<file path="config.mk">
export PLATFORM = sky130hd
export DESIGN_NAME = strt_validator
export DESIGN_NICKNAME = d
export VERILOG_FILES = /design/src/rtl/strt_validator.sv
export SDC_FILE = /design/constraint.sdc
export NUM_CORES = 1
export LEC_CHECK = 0
export ABC_AREA = 1
export CORE_ASPECT_RATIO = 1.2
export CORE_MARGIN = 3
export CORE_UTILIZATION = 45
export CTS_BUF_LIST = sky130_fd_sc_hd__clkbuf_16
export DETAILED_ROUTE_END_ITERATION = 8
export PLACE_DENSITY_LB_ADDON = 0.08
export SLEW_MARGIN = 5
export SYNTH_ARGS = -nofsm -noshare
export SYNTH_HDL_FRONTEND = slang
export SYNTH_SLANG_ARGS = --single-unit
</file>
<file path="constraint.sdc">
create_clock -name clk -period 4.15 [get_ports clk]
set_clock_uncertainty 0.05 [all_clocks]
set_input_delay 0.83 -clock clk [delete_from_list [all_inputs] [get_ports clk]]
set_output_delay 0.83 -clock clk [all_outputs]
set_load 0.05 [all_outputs]
</file>
<file path="src/rtl/strt_validator.sv">
// strt_validator
//   Start-bit validator for the UART RX path. The raw line is synchronised, a
//   falling edge opens a one-bit window, and a majority vote of VOTE_SAMPLES
//   samples centred on mid-bit decides between a valid start and a glitch.
//   After a valid start the block stays locked until the frame handler
//   reports frame_done.
//
//   Ports
//     clk            system clock
//     rst            asynchronous reset, active-low
//     rx_in          raw serial line, idle high
//     enable         block enable; low forces IDLE and drops any vote in flight
//     prescale       oversampling ticks per bit, captured on the start edge
//     frame_done     pulse from the frame handler, releases LOCKED
//     glitch_cnt_clr synchronous clear of glitch_cnt (wins over an increment)
//     strt_valid     1-cycle pulse, start bit accepted
//     strt_glitch    1-cycle pulse, start bit rejected
//     busy           high in COUNT or LOCKED
//     cfg_err        last start edge arrived with prescale < 2*VOTE_SAMPLES
//     glitch_cnt     saturating count of rejected start bits
//
//   state    | meaning
//   ---------+---------------------------------------------------------
//   ST_IDLE  | waiting for a falling edge on the synchronised line
//   ST_COUNT | counting ticks through the start bit, voting around mid-bit
//   ST_LOCKED| start accepted; edges ignored until frame_done
module strt_validator #(
  parameter int PRESC_W      = 6,
  parameter int SYNC_STAGES  = 2,
  parameter int VOTE_SAMPLES = 3,
  parameter int CNT_W        = 8
) (
  input  logic               clk,
  input  logic               rst,
  input  logic               rx_in,
  input  logic               enable,
  input  logic [PRESC_W-1:0] prescale,
  input  logic               frame_done,
  input  logic               glitch_cnt_clr,
  output logic               strt_valid,
  output logic               strt_glitch,
  output logic               busy,
  output logic               cfg_err,
  output logic [CNT_W-1:0]   glitch_cnt
);

  localparam int ZW = $clog2(VOTE_SAMPLES + 1);
  localparam logic [PRESC_W:0] MIN_PRESC = (PRESC_W+1)'(2 * VOTE_SAMPLES);
  localparam logic [PRESC_W:0] HALF_WIN  = (PRESC_W+1)'((VOTE_SAMPLES - 1) / 2);
  localparam logic [ZW-1:0]    MAJ       = ZW'(VOTE_SAMPLES / 2);

  typedef enum logic [1:0] {ST_IDLE, ST_COUNT, ST_LOCKED} state_t;

  state_t                 state_q, state_d;
  logic [SYNC_STAGES-1:0] sync_q, sync_d;
  logic                   prev_q, prev_d;
  logic [PRESC_W-1:0]     tick_q, tick_d;
  logic [PRESC_W-1:0]     presc_q, presc_d;
  logic [ZW-1:0]          zero_q, zero_d;
  logic                   valid_q, valid_d;
  logic                   glitch_q, glitch_d;
  logic                   cfg_err_q, cfg_err_d;
  logic [CNT_W-1:0]       gcnt_q, gcnt_d;
  logic                   gcnt_inc;

  logic                   rx_sync;
  logic                   fall_edge;
  logic [PRESC_W:0]       mid_x, win_lo, win_hi, tick_x;
  logic                   in_win;
  logic                   last_tick;
  logic [ZW-1:0]          zeros_now;

  assign rx_sync   = sync_q[SYNC_STAGES-1];
  assign fall_edge = prev_q & ~rx_sync;
  assign sync_d    = {sync_q[SYNC_STAGES-2:0], rx_in};
  assign prev_d    = rx_sync;

  // Window arithmetic is one bit wider so mid+half cannot wrap.
  assign mid_x     = {1'b0, presc_q >> 1};
  assign win_lo    = mid_x - HALF_WIN;
  assign win_hi    = mid_x + HALF_WIN;
  assign tick_x    = {1'b0, tick_q};
  assign in_win    = (tick_x >= win_lo) && (tick_x <= win_hi);
  assign last_tick = (tick_q == presc_q - PRESC_W'(1));
  // The decision tick may itself be a sample tick (VOTE_SAMPLES=1), so fold
  // the current sample in before comparing.
  assign zeros_now = zero_q + ZW'(in_win & ~rx_sync);

  always_comb begin
    state_d   = state_q;
    tick_d    = tick_q;
    presc_d   = presc_q;
    zero_d    = zero_q;
    valid_d   = 1'b0;
    glitch_d  = 1'b0;
    cfg_err_d = cfg_err_q;
    gcnt_inc  = 1'b0;

    if (!enable) begin
      state_d = ST_IDLE;
      tick_d  = '0;
      zero_d  = '0;
    end else begin
      case (state_q)
        ST_IDLE: begin
          if (fall_edge) begin
            if ({1'b0, prescale} < MIN_PRESC) begin
              cfg_err_d = 1'b1;
            end else begin
              cfg_err_d = 1'b0;
              presc_d   = prescale;
              tick_d    = PRESC_W'(1);
              zero_d    = '0;
              state_d   = ST_COUNT;
            end
          end
        end
        ST_COUNT: begin
          tick_d = tick_q + PRESC_W'(1);
          zero_d = zeros_now;
          if (last_tick) begin
            tick_d = '0;
            zero_d = '0;
            if (zeros_now > MAJ) begin
              valid_d = 1'b1;
              state_d = ST_LOCKED;
            end else begin
              glitch_d = 1'b1;
              gcnt_inc = 1'b1;
              state_d  = ST_IDLE;
            end
          end
        end
        ST_LOCKED: begin
          if (frame_done) state_d = ST_IDLE;
        end
        default: state_d = ST_IDLE;
      endcase
    end

    gcnt_d = gcnt_q;
    if (glitch_cnt_clr) gcnt_d = '0;
    else if (gcnt_inc && (gcnt_q != '1)) gcnt_d = gcnt_q + CNT_W'(1);
  end

  always_ff @(posedge clk or negedge rst) begin
    if (!rst) begin
      state_q   <= ST_IDLE;
      sync_q    <= '1;
      prev_q    <= 1'b1;
      tick_q    <= '0;
      presc_q   <= '0;
      zero_q    <= '0;
      valid_q   <= 1'b0;
      glitch_q  <= 1'b0;
      cfg_err_q <= 1'b0;
      gcnt_q    <= '0;
    end else begin
      state_q   <= state_d;
      sync_q    <= sync_d;
      prev_q    <= prev_d;
      tick_q    <= tick_d;
      presc_q   <= presc_d;
      zero_q    <= zero_d;
      valid_q   <= valid_d;
      glitch_q  <= glitch_d;
      cfg_err_q <= cfg_err_d;
      gcnt_q    <= gcnt_d;
    end
  end

  assign strt_valid  = valid_q;
  assign strt_glitch = glitch_q;
  assign busy        = (state_q == ST_COUNT) || (state_q == ST_LOCKED);
  assign cfg_err     = cfg_err_q;
  assign glitch_cnt  = gcnt_q;

endmodule

</file>
* Word level (Yosys, flattened, before mapping)
Cells that the tools add are included.
** Storage, ports and cells
- Register bits :: 30
- Input bits :: 12
- Output and inout bits :: 12
- Logic and storage cells :: 71
** Cells by class
- $add $sub $neg :: 6
- Magnitude comparators :: 4
- Equality and inequality tests :: 9
- Mux-type cells :: 28
- Bitwise logic cells :: 5
- Reduce and logical (&&, ||, !) cells :: 9
** Operators with widths (number)
- $mux 6 :: 4
- $mux 2 :: 10
- $mux 8 :: 2
- $ne 3x3->1 const B :: 4
- $pmux 6 s2 :: 1
- $mux 1 :: 9
- $add 8x1->8 const B :: 1
- $ne 8x8->1 const B :: 1
- $reduce_and 4->1 :: 2
- $ge 6x7->1 :: 1
- $add 5x1->6 const B :: 1
- $add 6x1->6 const B :: 1
- $eq 6x6->1 :: 1
- $le 6x6->1 :: 1
- $lt 6x3->1 const B :: 1
- $pmux 2 s3 :: 1
- $reduce_and 3->1 :: 2
- $sub 5x1->6 const B :: 1
- $sub 6x1->6 const B :: 1
- $pmux 2 s2 :: 1
- $ne 3x1->1 const B :: 1
- $add 2x2->2 :: 1
- $and 1x2->2 :: 1
- $eq 2x1->1 const B :: 1
- other kinds (9) :: 11

* Depth between registers and ports, before layout
Gate-level depths: netlist of the first run.
- Depth after elaboration :: 13
- Gate-level depth with buffers :: 17
- Depth with buffers taken out :: 16

* Least setup slack after synthesis of the first run
No wires, ideal clock.
- Path kind :: register to register
- From :: register presc_q[1]
- To :: register gcnt_q[6] (netlist: glitch_cnt[6])
- Setup time :: 0.067 ns
- Data arrival time :: 2.886 ns
- Data required time :: 4.033 ns
- Path slack :: 1.148 ns
- Stages on the path, launching flop included :: 17
- Path buffers :: 0
- Period minus slack after synthesis :: 3.002 ns
- Path through :: dfrtp_1 -> inv_1 -> ha_1 -> nand2_1 -> nor2_2 -> xor2_1 -> ha_1 -> a21o_1 -> a21oi_1 -> o211a_1 -> nor3_1 -> ha_1 -> xnor2_1 -> nand4_4 -> nor2_8 -> nand3_1 -> nand2_1
** On the way
- Cells in the longest elaborated chain, start to end :: 12
- Elaborated cells between the ends (all ways) :: 16
- Those cells by class :: add/sub (4); order compare (3); eq/ne (1); mux (4); bitwise (1); reduce/logical (3)
** Ends and longest elaborated chain
- start: declaration :: line 58 : logic [PRESC_W-1:0] presc_q, presc_d;
- start signal: assignment :: line 163 : presc_q <= presc_d;
- $sub 5x1->6 / $add 5x1->6 (equally long branches) :: line 80, 81
- $ge 6x7->1 / $le 6x6->1 (equally long branches) :: line 83 : assign in_win = (tick_x >= win_lo) && (tick_x <= win_hi);
- $logic_and 1x1->1 :: line 83
- $and 1x2->2 :: line 87 : assign zeros_now = zero_q + ZW'(in_win & ~rx_sync);
- $add 2x2->2 :: line 87
- $gt 2x1->1 :: line 124 : if (zeros_now > MAJ) begin
- $mux 1 :: line 124
- $mux 1 * :: line 121 : if (last_tick) begin
- $mux 1 * :: line 104 : case (state_q)
- $mux 1 * :: line 99 : if (!enable) begin
- $logic_and 1x1->1 * :: line 143 : else if (gcnt_inc && (gcnt_q != '1)) gcnt_d = gcnt_q + CNT_W'(1);
- $reduce_bool 2->1 (no line) *
- end signal: assignment :: line 168 : gcnt_q <= gcnt_d;
- end: declaration :: line 63 : logic [CNT_W-1:0] gcnt_q, gcnt_d;
Mark *: on every way between the ends. The rest lies on a longest branch, timed or not.
A chain may end at the register's enable or synchronous reset.

* Final worst setup path of the first run
- From :: register presc_q[1]
- To :: register gcnt_q[3] (netlist: glitch_cnt[3])
Same word-level chain as after synthesis.

==> results of run 1 <==
## cell families (layout without fill, tap and decap cells)
kind of cell             count (synthesis)  in the layout
AND/OR/NAND/NOR                        155            155
buffers and inverters                   42             71
AO/OA/AOI/OAI                           23             23
flip-flops                              30             30
adder cells (fa/ha/maj)                 22             22
XOR/XNOR                                16             16
## final cells by class
class / count / area share (%)
flip-flops and latches: 30 / 28.0
clock buffers: 5 / 4.64
multi-input cells: 216 / 49.9
well taps: 58 / 2.69
inverters: 39 / 5.53
repair buffers: 24 / 8.82
clock inverters: 3 / 0.418
## stage by stage
step / hold slack [ns] / area, um2
2_1_floorplan: 0.295 / 2270
3_3_place_gp: 0.296 / 2560
3_5_place_dp: 0.299 / 2560
4_1_cts: 0.307 / 2690
5_1_grt: 0.312 / 2690
6_report: 0.304 / 2690
## registers in the layout, indices dropped and copies added, names as in the netlist
signal and flops:
prev_q 1, state_q 2, glitch_cnt 8, sync_q 2, strt_valid 1, cfg_err 1, presc_q 6, strt_glitch 1
zero_q 2, tick_q 6
## cells in the mapped netlist, types with 2 or more instances
| master | instances |
|---|---|
| nand2_1 | 74 |
| o21ai_1 | 2 |
| buf_6 | 2 |
| dfrtp_1 | 27 |
| inv_1 | 27 |
| nand2_2 | 4 |
| nand3_1 | 29 |
| nor2_4 | 4 |
| nor2_2 | 4 |
| nor3_1 | 2 |
| xnor2_1 | 4 |
| inv_2 | 8 |
| ha_1 | 22 |
| dfstp_2 | 3 |
| o21ai_0 | 11 |
| a21oi_1 | 4 |
| clkinv_1 | 3 |
| nand4_4 | 2 |
| nand4_1 | 4 |
| nor3_2 | 2 |
| nand3b_1 | 2 |
| nor2_1 | 23 |
| xor2_1 | 11 |
## routing by layer
metal | track usage [%] | share of wire, % | wire (um) | vias to the layer above
met4 | 6.15 | 1.6 | 76 | 0
met3 | 3.49 | 2.2 | 104 | 10
met2 | 30.4 | 51 | 2420 | 21
li1 | - | - | - | 982
met5 | 0 | 0 | 0 | -
met1 | 23.4 | 46 | 2190 | 864
## power groups by stage
stage | Combinational [W] | Sequential (W) | Clock [W]
6_report | 0.000800 | 0.000415 | 0.000337
5_1_grt | 0.000919 | 0.000425 | 0.000358
4_1_cts | 0.000809 | 0.000416 | 0.000344
3_5_place_dp | 0.000803 | 0.000420 | 0
3_3_place_gp | 0.000792 | 0.000419 | 0
2_1_floorplan | 0.000654 | 0.000401 | 0
## critical path, cell delays in order, from the launching register on
cell	delay, ns
dfrtp_1	0.39
inv_1	0.18
ha_1	0.27
nand2_1	0.09
nor2_2	0.14
xor2_1	0.17
ha_1	0.27
a21o_1	0.19
a21oi_1	0.11
o211a_1	0.15
nor3_1	0.04
ha_1	0.20
xnor2_1	0.49
nand4_4	0.18
nor2_8	0.17
nand3_1	0.09
nand2_1	0.08
## worst min path at each step
stage,from,to,slack [ns]
floorplan,sync_q[0],sync_q[1],0.30
global placement,sync_q[0],sync_q[1],0.30
detailed placement,sync_q[0],sync_q[1],0.30
CTS,sync_q[0],sync_q[1],0.31
global route,sync_q[0],sync_q[1],0.31
finish,sync_q[0],sync_q[1],0.30
==> impl_metrics.tcl, run 1 <==
set metrics [dict create \
    status "finished, final reports clean" \
    grt_max_degree 31 \
    layout_commonest_cell "nand2_1" \
    post_cts_buffers 0 \
    grt_pass1_vias 1864 \
    syn_to_final_growth_pct 18.4 \
    cts_sinks 30 \
    ys_async_sr_fraction_pct 100 \
    rsz0062_at_grt "no" \
    slew_violations 0 \
    antenna_found_initial 0 \
    synth-edff-count 0 \
    synthSimpleGateAreaFrac_pct 34.7 \
    total_power_w 0.00155 \
    yosysTopAreaCellShare_pct 29.7 \
    seq_power_share_pct 26.8 \
    grt_usage_pct 18.2 \
    fmax_mhz 301 \
    seq_area_frac_synth_pct 33.2 \
    yosys.area_share.adder_pct 12.1 \
    hold_class "reg2reg" \
    power.share.clock_pct 21.7 \
    wl_um 4790 \
    min_period_ns 3.33 \
    hold_violations 0 \
    utilization_pct 57.0 \
    design.core.area_um2 4730 \
    die_w_um 70.9 \
    drive_above_1_share_pct 12.6 \
    die_h_um 83.9 \
    cts_hold_buf 0 \
    synth_ff_type "dfrtp_1" \
    num_rows 27 \
    wire_per_inst_um 12.8 \
    cts_tree "built" \
    critPathLaunchType "flop" \
    drtIter0Drc 123 \
    path_max_fanout 8 \
    cp.required_ns 4.31 \
    viasPerCell 5.01 \
    setup_viol 0 \
    p_int_w 0.000855 \
    netlist_area_um2 2270 \
    maxCapViolations 0 \
    endpoint "glitch_cnt[3]" \
    synthMuxAreaShare_pct 0 \
    worst_pin_slew_ns 0.580 \
    synth_area_leaders "dfrtp_1 (30%), nand2_1 (12%), ha_1 (12%)" \
    ir_drop_v 0.000275 \
    sw_frac_of_total_pct 44.9 \
    p_comb_share_pct 51.6 \
    diodes 0 \
    synth_area_per_cell_um2 7.90 \
    antenna_left 0 \
    initial_core_util_pct 48.1 \
    startpoint "presc_q[1]" \
    multi_input_area_um2 1340 \
    seqCellArea_um2 754 \
    synthXorXnorAreaFrac_pct 6.49 \
    clk_root_buffer_cell "clkbuf_16" \
    end_kind "flop" \
    yosys.cell_types.count 37 \
    hold-path-cell-count 0 \
    synth_nets 322 \
    synth_compound_gate_area_share_pct 5.83 \
    ys_warn_count 0 \
    nNetsFinal 350 \
    vias 1877 \
    dp_hpwl_um 3760 \
    setup_slack_ns 0.823 \
    slew_headroom_pct 61.1 \
    htreeDepth 2 \
    drtPass1Iterations 6 \
    clk_pin_slew_worst_paths_ns 0.05 \
    dp.cells 367 \
    io_pins 24 \
    clk_latency_ns 0.27 \
    timing.rr.end "glitch_cnt[3]" \
    place_ws_ns 0.835 \
    reg2regPathDepth 16 \
    worstSetupPathType "reg2reg" \
    ys_seq_elements 30 \
    worst_ep_arrival_time_ns 3.49 \
    post-route-period-util_pct 80.2 \
    synth_top_family_by_area "simple AND/OR/NAND/NOR gates" \
    setup-tns-final_ns 0 \
    io_buffers 23 \
    cts_resized 0 \
    synth_cells 288 \
    r2r-start "presc_q[1]" \
    synth_top_area_cell "dfrtp_1" \
    gp_congestion 0.874 \
    final_cell_mix "nand2_1 (74), nand3_1 (29), inv_1 (27), dfrtp_1 (27)" \
    cts.path.max_buffers 2 \
    p_per_area_nw_per_um2 576 \
    cts_buffers 5 \
    fillers 471 \
    rrSetupSlack_ns 0.82 \
    p_leak_nw 1.34 \
    grt_first_pass_wirelength_um 8730 \
    p_sw_w 0.000696 \
    dieArea_um2 5950 \
    layout.cells.non_filler 375 \
    remaining_drc_errors 0 \
    grt_overflow 0 \
]
(Power assumes the default switching activity.)
==> run 2: changes to the inputs <==
- clock period: 4.15 -> 2.95 ns (I/O delays scaled with it)
==> impl_metrics.tcl, run 2 (synthesis results as in run 1) <==
set metrics [dict create \
    layout_commonest_cell "nand2_1" \
    p_leak_nw 1.39 \
    initial_core_util_pct 48.1 \
    worstSetupPathType "reg2reg" \
    grt_usage_pct 18.5 \
    drtIter0Drc 91 \
    maxCapViolations 0 \
    clk_root_buffer_cell "clkbuf_16" \
    cts.path.max_buffers 2 \
    cts_buffers 5 \
    ir_drop_v 0.000586 \
    sw_frac_of_total_pct 44.2 \
    drive_above_1_share_pct 21.0 \
    diodes 0 \
    num_rows 27 \
    hold_violations 0 \
    critPathLaunchType "flop" \
    slew_headroom_pct 66.4 \
    grt_pass1_vias 1947 \
    cts_hold_buf 0 \
    end_kind "flop" \
    worst_pin_slew_ns 0.502 \
    status "finished, final reports clean" \
    p_comb_share_pct 56.6 \
    dieArea_um2 5950 \
    p_sw_w 0.00107 \
    dp_hpwl_um 3810 \
    fillers 445 \
    setup_viol 0 \
    min_period_ns 2.85 \
    htreeDepth 2 \
    cp.required_ns 3.08 \
    die_w_um 70.9 \
    grt_first_pass_wirelength_um 8850 \
    fmax_mhz 351 \
    gp_congestion 0.807 \
    io_pins 24 \
    die_h_um 83.9 \
    cts_sinks 30 \
    vias 1971 \
    viasPerCell 5.11 \
    rsz0062_at_grt "yes" \
    hold_class "reg2reg" \
    met1_length_um 2320 \
    worst_ep_arrival_time_ns 2.98 \
    wl_met3_um 91 \
    drtPass1Iterations 6 \
    syn_to_final_growth_pct 27.2 \
    antenna_found_initial 0 \
    final_cell_mix "nand2_1 (71), nand3_1 (27), inv_1 (26)" \
    rrSetupSlack_ns 0.10 \
    grt_max_degree 31 \
    dp.cells 374 \
    design.core.area_um2 4730 \
    clk_pin_slew_worst_paths_ns 0.05 \
    antenna_left 0 \
    layout.cells.non_filler 386 \
    setup-tns-final_ns 0 \
    slew_violations 0 \
    clk_latency_ns 0.27 \
    wl_met2_um 2610 \
    largest_reg_flops 8 \
    cts_tree "built" \
    top_layer "met4" \
    grt_overflow 0 \
    wl_um 5130 \
    power.share.clock_pct 19.8 \
    nNetsFinal 361 \
    p_int_w 0.00135 \
    path_max_fanout 4 \
    p_per_area_nw_per_um2 837 \
    seq_power_share_pct 23.5 \
    wire_per_inst_um 13.3 \
    io_buffers 23 \
    post-route-period-util_pct 96.6 \
    remaining_drc_errors 0 \
]
-- run 2: changes by cell type in the layout (fill, tap and decap cells not counted), sizes merged --
cell  delta
buf     +11
-- run 2: layout make-up --
class                      count  area [um2]  area share (%)
multi-input combinational    216        1460            50.4
sequential                    30         757            26.2
inverter                      39         149            5.15
tap                           58        72.6            2.51
timing repair buffer          35         320            11.1
clock inverter                 3        11.3           0.389
clock buffer                   5         125            4.33
-- run 2: final timing paths --
check,from,endpoint,cells past startpoint
min in group asynchronous,rst,state_q[0],2
max in group asynchronous,rst,prev_q,2
min,sync_q[0],sync_q[1],0
min reg2reg,sync_q[0],sync_q[1],0
max,presc_q[2],zero_q[1],16
max reg2reg,presc_q[2],zero_q[1],16
-- run 2: repair_timing --
item / in CTS / in global routing
endpoints found under the setup margin: 9 / 12
pin swaps: 1 / 3
resized for setup: 0 / 23
buffers inserted: 1 / 3
-- run 2: metal layers --
layer  vias up  GRT usage [%]
met5         -              0
li1       1008              -
met2        27           30.5
met3        13           3.37
met1       923           23.9
met4         0           6.67
-- run 2: critical path, cell delays in order (launching register included) --
cell and delay, ns:
dfrtp_1 0.41, inv_2 0.07, ha_4 0.17, buf_4 0.14
xnor2_1 0.12, ha_1 0.31, a21oi_1 0.20, o21ai_2 0.08
nand4_1 0.08, o211a_1 0.17, nor3_2 0.04, ha_2 0.21
xnor2_4 0.16, buf_4 0.16, nor2_1 0.08, inv_1 0.07
o31ai_1 0.23
-- run 2: power by group through the flow --
stage | logic [W] | clock network [W] | registers (W)
floorplan | 0.000920 | 0 | 0.000565
global placement | 0.00119 | 0 | 0.000569
detailed placement | 0.00120 | 0 | 0.000568
CTS | 0.00122 | 0.000489 | 0.000559
global route | 0.00154 | 0.000508 | 0.000585
finish | 0.00137 | 0.000480 | 0.000570
-- run 2: through the flow --
step | instance area [um2] | total power, W | setup WS [ns] | utilization, % | hold slack (ns)
2_1_floorplan | 2280 | 0.00149 | 0.0834 | - | 0.244
4_1_cts | 2760 | 0.00227 | 0.00694 | 58.4 | 0.305
6_report | 2890 | 0.00242 | 0.101 | 61.2 | 0.304
3_5_place_dp | 2620 | 0.00177 | 0.00762 | 55.3 | 0.297
3_3_place_gp | 2620 | 0.00176 | 0.0524 | 55.3 | 0.296
5_1_grt | 2890 | 0.00263 | -0.0826 | 61.2 | 0.308
==> run 3: changes to the inputs <==
- CORE_MARGIN: 3 -> 5
- CTS_CLUSTER_DIAMETER: unset -> 40
==> impl_metrics.tcl, run 3 (synthesis results as in run 1) <==
set metrics [dict create \
    gp_congestion 0.869 \
    dieArea_um2 6580 \
    cts_sinks 30 \
    grt_overflow 0 \
    p_per_area_nw_per_um2 846 \
    clk_root_buffer_cell "clkbuf_16" \
    final_cell_mix "nand2_1 (72), dfrtp_1 (27), inv_1 (25)" \
    power.share.clock_pct 19.5 \
    drive_above_1_share_pct 24.8 \
    viasPerCell 5.06 \
    p_leak_nw 1.41 \
    p_int_w 0.00140 \
    grt_usage_pct 17.8 \
    clk_pin_slew_worst_paths_ns 0.06 \
    cts_buffers 5 \
    vias 1977 \
    setup_viol 0 \
    cp.required_ns 3.11 \
    remaining_drc_errors 0 \
    path_max_fanout 8 \
    rrSetupSlack_ns 0.05 \
    antenna_left 0 \
    diodes 0 \
    p_sw_w 0.00113 \
    fillers 444 \
    worst_ep_arrival_time_ns 3.06 \
    reg2regPathDepth 16 \
    timing.hold.ws_ns 0.304 \
    fmax_mhz 345 \
    end_kind "flop" \
    slew_violations 0 \
    cts_tree "built" \
    cts.path.max_buffers 2 \
    hp-start "sync_q[0]" \
    total_power_w 0.00253 \
    antenna_found_initial 0 \
    hold_class "reg2reg" \
    endpoint "glitch_cnt[2]" \
    sw_frac_of_total_pct 44.6 \
    grt_max_degree 31 \
    largest_reg_flops 8 \
    grt_pass1_vias 1983 \
    post-route-period-util_pct 98.4 \
    die_w_um 74.9 \
    htreeDepth 2 \
    grt_first_pass_wirelength_um 9020 \
    wl_um 5300 \
    io_buffers 23 \
    clk_latency_ns 0.28 \
    min_period_ns 2.90 \
    critPathLaunchType "flop" \
    num_rows 28 \
    slew_headroom_pct 61.3 \
    ir_drop_v 0.000449 \
    initial_core_util_pct 46.4 \
    design.core.area_um2 4900 \
    startpoint "presc_q[2]" \
    nNetsFinal 364 \
    status "finished, final reports clean" \
    maxCapViolations 0 \
    drtIter0Drc 77 \
    seq_power_share_pct 21.7 \
    worstSetupPathType "reg2reg" \
    setup-tns-final_ns 0 \
    dp_hpwl_um 4020 \
    cts_hold_buf 0 \
    hold_violations 0 \
    utilization_pct 60.9 \
    setup_slack_ns 0.0484 \
    timing.rr.end "glitch_cnt[2]" \
    syn_to_final_growth_pct 31.4 \
    layout_commonest_cell "nand2_1" \
    worst_pin_slew_ns 0.579 \
    rsz0062_at_grt "yes" \
    wire_per_inst_um 13.5 \
    io_pins 24 \
    p_comb_share_pct 58.8 \
    place_ws_ns -0.0132 \
    die_h_um 87.9 \
    drtPass1Iterations 4 \
    r2r-start "presc_q[2]" \
]
[run 3: cell count changes in the layout (fill, tap and decap cells not counted), sizes merged]
cell      change
buf           +3
clkinv        -1
clkinvlp      +1
[run 3: worst min-delay path by stage]
stage                      to  slack [ns]  cells after the start
floorplan             cfg_err        0.24                      0
global placement    sync_q[1]        0.30                      0
detailed placement  sync_q[1]        0.30                      0
CTS                 sync_q[1]        0.31                      0
global route        sync_q[1]        0.31                      0
finish              sync_q[1]        0.30                      0
[run 3: per-layer routing]
| metal | global-route usage [%] | vias to the layer above | part of all wire (%) |
|---|---|---|---|
| met5 | 0 | - | 0 |
| met4 | 6.80 | 0 | 2.7 |
| met3 | 3.44 | 13 | 2.6 |
| met2 | 30.3 | 29 | 53 |
| met1 | 21.9 | 921 | 42 |
| li1 | - | 1014 | - |
[run 3: worst max-delay path, cell delays in order (launching register included)]
cell and delay (ns):
dfrtp_1 0.38, inv_2 0.07, ha_4 0.17, buf_4 0.14, xnor2_1 0.14, ha_1 0.33, nand2_1 0.07, o21ai_1 0.15
nand4_1 0.09, o211a_1 0.13, nor3_2 0.17, ha_2 0.24, xnor2_4 0.16, nand4_4 0.16, nor2_8 0.20, nand3_2 0.08
nand2_1 0.10
[run 3: per-stage QoR]
| step | instances | area (um2) |
|---|---|---|
| after detailed placement | 378 | 2640 |
| final | 391 | 2990 |
| after floorplan | 288 | 2280 |
| after global placement | 378 | 2640 |
| after global routing | 391 | 2990 |
| after CTS | 389 | 2800 |
[run 3: power by group through the flow]
stage               registers [W]  logic, W  clock network (W)
floorplan                0.000565  0.000920                  0
finish                   0.000548   0.00149           0.000493
CTS                      0.000544   0.00129           0.000500
detailed placement       0.000555   0.00125                  0
global route             0.000560   0.00165           0.000520
global placement         0.000554   0.00123                  0
[run 3: final cells by class]
cell class / instances / area [um2] / share of cell area, %
Tap cell: 60 / 75.1 / 2.51
Multi-Input combinational cell: 216 / 1520 / 50.9
Inverter: 39 / 149 / 4.98
Timing Repair Buffer: 38 / 347 / 11.6
Clock buffer: 5 / 125 / 4.19
Clock inverter: 3 / 16.3 / 0.544
Sequential cell: 30 / 754 / 25.3
[run 3: repair_timing]
action / 4_1_cts / 5_1_grt
pin swaps: 6 / 17
endpoints found under the setup margin: 9 / 12
setup buffers: 3 / 2
gates resized for setup: 1 / 33
